## src/rtl/config_source_arbiter.sv

```systemverilog
// Arbitrates configuration-bitstream sources onto a single config port.
// Fixed priority (index 0 highest); the owner keeps the port until done_i or a stall timeout.
module config_source_arbiter #(
    parameter int NUM_REQ        = 3,
    parameter int DATA_WIDTH     = 32,
    parameter int TIMEOUT_CYCLES = 12000000
) (
    input  logic                          clk_system_i,
    input  logic                          reset_n_i,
    input  logic [NUM_REQ-1:0]            req_i,
    input  logic [NUM_REQ-1:0]            word_valid_i,
    input  logic [NUM_REQ*DATA_WIDTH-1:0] word_i,
    input  logic [NUM_REQ-1:0]            done_i,
    output logic [NUM_REQ-1:0]            ready_o,
    output logic [DATA_WIDTH-1:0]         cfg_word_o,
    output logic                          cfg_valid_o,
    input  logic                          cfg_ready_i,
    output logic [NUM_REQ-1:0]            grant_o,
    output logic                          busy_o,
    output logic                          config_done_o,
    output logic                          timeout_o
);
    localparam int CNT_W = $clog2(TIMEOUT_CYCLES) + 1;

    typedef enum logic [1:0] {IDLE, ACTIVE, RELEASE} state_t;

    state_t                 state_q, state_d;
    logic [NUM_REQ-1:0]     grant_q, grant_d;
    logic [NUM_REQ-1:0]     pick;
    logic [DATA_WIDTH-1:0]  sel_word;
    logic [DATA_WIDTH-1:0]  word_q;
    logic                   valid_q;
    logic [CNT_W-1:0]       stall_q;
    logic                   armed_q;
    logic                   timed_out_q;
    logic                   done_pulse_q, timeout_pulse_q;
    logic                   go_done, go_timeout;
    logic                   hs, done_g, stall_hit;

    // Lowest asserted request index wins.
    always_comb begin
        pick = '0;
        for (int k = NUM_REQ - 1; k >= 0; k--) begin
            if (req_i[k]) begin
                pick    = '0;
                pick[k] = 1'b1;
            end
        end
    end

    always_comb begin
        sel_word = '0;
        for (int k = 0; k < NUM_REQ; k++) begin
            if (grant_q[k]) sel_word = word_i[k*DATA_WIDTH +: DATA_WIDTH];
        end
    end

    assign ready_o   = (state_q == ACTIVE) ? (grant_q & {NUM_REQ{~valid_q | cfg_ready_i}}) : '0;
    assign hs        = |(word_valid_i & ready_o);
    assign done_g    = |(done_i & grant_q);
    assign stall_hit = (stall_q == CNT_W'(TIMEOUT_CYCLES - 1));

    always_ff @(posedge clk_system_i or negedge reset_n_i) begin
        if (!reset_n_i) begin
            state_q <= IDLE;
            grant_q <= '0;
        end else begin
            state_q <= state_d;
            grant_q <= grant_d;
        end
    end

    always_comb begin
        state_d    = state_q;
        grant_d    = grant_q;
        go_done    = 1'b0;
        go_timeout = 1'b0;
        case (state_q)
            IDLE: begin
                if (armed_q && |req_i) begin
                    grant_d = pick;
                    state_d = ACTIVE;
                end
            end
            ACTIVE: begin
                if (done_g) begin
                    state_d = RELEASE;
                end else if (!hs && stall_hit) begin
                    state_d    = RELEASE;
                    go_timeout = 1'b1;
                end
            end
            RELEASE: begin
                // Leave only once the last accepted word has been taken by the config port.
                if (!valid_q) begin
                    state_d = IDLE;
                    grant_d = '0;
                    go_done = ~timed_out_q;
                end
            end
            default: begin
                state_d = IDLE;
                grant_d = '0;
            end
        endcase
    end

    always_ff @(posedge clk_system_i or negedge reset_n_i) begin
        if (!reset_n_i) begin
            word_q          <= '0;
            valid_q         <= 1'b0;
            stall_q         <= '0;
            armed_q         <= 1'b0;
            timed_out_q     <= 1'b0;
            done_pulse_q    <= 1'b0;
            timeout_pulse_q <= 1'b0;
        end else begin
            armed_q         <= 1'b1;
            done_pulse_q    <= go_done;
            timeout_pulse_q <= go_timeout;

            if (hs) begin
                word_q  <= sel_word;
                valid_q <= 1'b1;
            end else if (cfg_ready_i) begin
                valid_q <= 1'b0;
            end

            if (state_q != ACTIVE || hs) stall_q <= '0;
            else if (stall_q != '1)      stall_q <= stall_q + 1'b1;

            if (go_timeout)          timed_out_q <= 1'b1;
            else if (state_q == IDLE) timed_out_q <= 1'b0;
        end
    end

    assign cfg_word_o    = word_q;
    assign cfg_valid_o   = valid_q;
    assign grant_o       = grant_q;
    assign busy_o        = (state_q != IDLE);
    assign config_done_o = done_pulse_q;
    assign timeout_o     = timeout_pulse_q;

endmodule

```

## config.mk

```make
export PLATFORM = sky130hd
export DESIGN_NAME = config_source_arbiter
export DESIGN_NICKNAME = d
export VERILOG_FILES = /design/src/rtl/config_source_arbiter.sv
export SDC_FILE = /design/constraint.sdc
export NUM_CORES = 1
export LEC_CHECK = 0
export CAP_MARGIN = 0
export CORE_MARGIN = 4
export CORE_UTILIZATION = 43
export DETAILED_ROUTE_END_ITERATION = 10
export GPL_TIMING_DRIVEN = 0
export PLACE_DENSITY = 0.91
export SYNTH_ARGS = -nofsm -noshare
export SYNTH_HDL_FRONTEND = slang
export SYNTH_SLANG_ARGS = --single-unit
```

## constraint.sdc

```tcl
create_clock -name clk_system_i -period 2.35 [get_ports clk_system_i]
set_input_delay 0.235 -clock clk_system_i [delete_from_list [all_inputs] [get_ports clk_system_i]]
set_output_delay 0.235 -clock clk_system_i [all_outputs]
set_load 0.05 [all_outputs]
```

==> results <==
- The share of synthesized registers carrying an async set or reset is 100%.
- After clock tree synthesis, the clock-pin slew on the worst setup and hold paths is 0.08 ns.
- Measured in cells, the most critical reg-to-reg path has a length of 5.
- The leading cell type by number of instances after synthesis is sky130_fd_sc_hd__dfrtp_1.
- The floorplan step defined a die boundary enclosing 9900 sq um.
- The worst hold path belongs to the class primary input to async pin.
- Wires add up to 13300 um.
- The worst setup path is of the register to register kind.
- TritonCTS built the clock tree.
- CTS built an H-tree with a depth of 3.
- The die outline height is 99.5 um.
- The final reports fail on hold timing.
- The final worst-path cycle share is 96.9%.
- The most numerous cell on the critical path is sky130_fd_sc_hd__or4_1.
- The first global-routing pass estimated 20600 um of wire.
- For the pin with the worst max-slew slack, the measured transition is 0.882 ns.
- The total power density per cell area is 1070 nW/um^2.
- The die is 99.5 um wide.
- The startpoint of the worst register-to-register path is stall_q[19].
- After routing, the total negative slack on setup checks comes to 0 ns.
- After layout, the minimum clock period comes to 2.28 ns.
- The worst hold slack is -0.0159 ns.
- The maximum number of pins on one net before global-route repair is 68.
- The effective utilization at floorplan is 44.0%.
- The post-synthesis area per instance is 8.57 sq um.
- The number of warnings printed during yosys synthesis is 0.
- The number of clock sinks seen by CTS is 67.
- The synthesis-to-layout area growth is 53.1%.
- The first TritonRoute pass finished after 5 iterations.
- Setup repair after global routing left no endpoint under its margin.
- The number of antenna violations at the first check in global routing is 0.
- Grouping stages by cell kind, the critical path spends the most delay in simple AND/OR/NAND/NOR gates.
- The count of pins on the block boundary is 150.
- The cell type with the highest aggregate area in the netlist is sky130_fd_sc_hd__dfrtp_1.
- Across all layers, the routed design uses 4050 vias.
- The run finished, with violations left.
- The placed instances occupy a cell area of 5220 sq um.
- The largest stage delay on the critical path is 0.54 ns.
- The launching element type of the critical path is a register.
- The clock tree buffer depth is 2.
- The number of enable-type register cells in the synthesized netlist is 0.
- Buffers inserted during clock tree synthesis total 9.
- The instance count of the mapped netlist is 420.
- Traced cell by cell, the critical path runs through or4_1 > or4_1 > nor4b_2 > nor2_1 > or2_1.
- The post-synthesis sequential area ratio is 46.6%.
- The net count of the finished layout is 689.
- Dividing the detail-routed via count by the number of cells gives 5.87.
- The number of buffers and inverters on the critical path is 0.
- Across the routed clock network, the largest skew measured is 0.0122 ns.
- The clock latency reported for the late side of the worst-skew pair is 0.36 ns.
- The initial detailed-routing violation count is 256.
- The number of failing hold endpoints at the final stage came to 8.
- The via count of the first global-routing pass is 4006.
- After global routing the overflow that remains totals 0.
- After detailed routing, the average wire length per cell comes to 19.3 um.
- The summed area of non-filler cells in the final layout is 5510 sq um.
- Cells fill 67.4% of the core in the end.
- The leakage component of the power is 2.29 nW.
- Routability-driven placement finished with a final weighted congestion of 0.962.
- The top-area cell type share of the netlist area is 46.6%.
- The net count of the mapped netlist is 529.
- The max-capacitance violation count is 0.
- The synthesized cell area is 3600 sq um.
- Of the cells placed in the final design, the portion with a size suffix greater than 1 is 7.18%.
- Timing would allow up to 439 MHz.
- The power consumption is 0.00589 W.
- The number of placed instances, taps included, is 674.
- The number of standard cells in the final layout excluding fillers is 690.
- The predominant post-synthesis flop cell is sky130_fd_sc_hd__dfrtp_1.
- The number of pins with negative max-slew slack in the final report came to 0.
- The number of I/O port buffers is 149.
- The number of setup violations in the final report is 0.
- The number of cell rows is 33.
- The type of destination of the critical path is a register.
- The total area inside the core boundary comes to 8180 sq um.
- The required time at the worst-slack endpoint is 2.59 ns.
- The count of nets left with antenna violations once routing finished came out at 0.
- In this run the tightest slew margin relative to its limit is 41.2%.
- 0 antenna diodes ended up in the layout.
- For the worst setup path, the data arrival time is 2.52 ns.
- In the synthesized netlist, the cells that appear most often are 67 x sky130_fd_sc_hd__dfrtp_1, 56 x sky130_fd_sc_hd__nand2_1, 50 x sky130_fd_sc_hd__nor2_1.
- In the post-synthesis netlist, the biggest area contributors are sky130_fd_sc_hd__dfrtp_1 47%, sky130_fd_sc_hd__a22oi_1 6.7%, sky130_fd_sc_hd__a21oi_1 6.3%.
- VDD sags by at most 0.418 mV.
- In this run, post-CTS hold repair placed 0 buffers.
- The endpoint identified for the worst register-to-register timing path is state_q[0].
- The register-to-register setup slack is 0.07 ns.
- The largest individual stage delay along the critical path comes from the cell sky130_fd_sc_hd__or4_1.
- Counting flops and latches in the post-synthesis netlist gives 67.
- The number of design rule violations left after detail routing is 0.
- The number of library cell types mapped by synthesis is 50.
- For this run, the total global-route usage over all layers was measured as 26.5%.
- Detailed placement finished with a half-perimeter wire length of 10000 um.
- CTS placed an instance of sky130_fd_sc_hd__clkbuf_8 at the clock tree root.
- Along the worst path, the maximum fanout reaches 6.
[worst reg2reg max path, stage by stage (launching register included)]
cell	delay, ns
sky130_fd_sc_hd__dfrtp_1	0.44
sky130_fd_sc_hd__or4_1	0.54
sky130_fd_sc_hd__or4_1	0.51
sky130_fd_sc_hd__nor4b_2	0.36
sky130_fd_sc_hd__nor2_1	0.10
sky130_fd_sc_hd__or2_1	0.21
[state kept, by name, summed over array words and instances, names as in the netlist]
register,flops
cfg_word_o,32
timed_out_q,1
timeout_o,1
stall_q,25
state_q,2
grant_o,3
cfg_valid_o,1
armed_q,1
config_done_o,1
[final cells by class]
type / count / area (sq um)
flip-flops and latches: 67 / 1680
well taps: 105 / 131
multi-input cells: 323 / 1820
clock inverters: 7 / 125
fillers: 593 / 2670
inverters: 3 / 11.3
plain buffers: 27 / 124
repair buffers: 149 / 1490
clock buffers: 9 / 124
[repair_timing]
action	4_1_cts	5_1_grt
hold endpoints to repair	0	0
setup buffers	0	0
endpoints found under the setup margin	6	48
resized for setup	8	17
[where the power goes]
group          internal (W)  switching (W)
combinational       0.00104        0.00203
sequential          0.00141       0.000201
clock              0.000714       0.000498
[worst max path at each step]
stage | startpoint | end | slack (ns) | cells past startpoint
2_1_floorplan | grant_o[0] | state_q[0] | 0.24 | 6
3_3_place_gp | reset_n_i | stall_q[2] | -1.16 | 1
3_5_place_dp | word_valid_i[0] | state_q[0] | -0.28 | 7
4_1_cts | grant_o[2] | ready_o[2] | 0.002 | 4
5_1_grt | stall_q[0] | stall_q[1] | 0.02 | 8
6_report | stall_q[19] | state_q[0] | 0.07 | 5
[cell families (layout without fill, tap and decap cells)]
logic type,Yosys count,count (layout),synth area share (%)
AO/OA/AOI/OAI,135,135,22.8
XOR/XNOR,7,7,1.70
adder cells (fa/ha/maj),1,1,0.348
buffers and inverters,30,195,3.41
flip-flops,67,67,46.6
multiplexers,5,5,1.39
other,1,1,0.104
AND/OR/NAND/NOR,174,174,23.6
[stage by stage]
stage	hold slack (ns)	worst slack (ns)
floorplan	-0.0606	0.235
global placement	0.418	-1.16
detailed placement	0.393	-0.281
CTS	0.0206	0.00197
global route	0.0497	0.0173
finish	-0.0159	0.0725
[layer usage]
| metal | up-vias | GRT usage, % | share of wire [%] |
|---|---|---|---|
| met3 | 46 | 5.82 | 9.0 |
| met5 | - | 0 | 0 |
| met2 | 230 | 45.4 | 49 |
| met4 | 0 | 12.9 | 4.8 |
| met1 | 1931 | 31.4 | 37 |
| li1 | 1843 | - | - |
[placed cells by master, fill, tap and decap left out, types with 5 or more instances in the layout]
cell type and instances:
sky130_fd_sc_hd__clkbuf_1 13, sky130_fd_sc_hd__nand2b_1 8, sky130_fd_sc_hd__clkbuf_2 7, sky130_fd_sc_hd__clkbuf_8 9
sky130_fd_sc_hd__nand3_1 11, sky130_fd_sc_hd__nand4_1 7, sky130_fd_sc_hd__xnor2_1 6, sky130_fd_sc_hd__or4_1 5
sky130_fd_sc_hd__dfrtp_1 67, sky130_fd_sc_hd__clkdlybuf4s50_1 145, sky130_fd_sc_hd__mux2i_1 5, sky130_fd_sc_hd__nor2_1 49
sky130_fd_sc_hd__a22oi_1 32, sky130_fd_sc_hd__nand2_1 56, sky130_fd_sc_hd__or3_1 6, sky130_fd_sc_hd__a21oi_1 45
sky130_fd_sc_hd__o21ai_0 36
No activity file was read; power rests on OpenSTA's default activity.
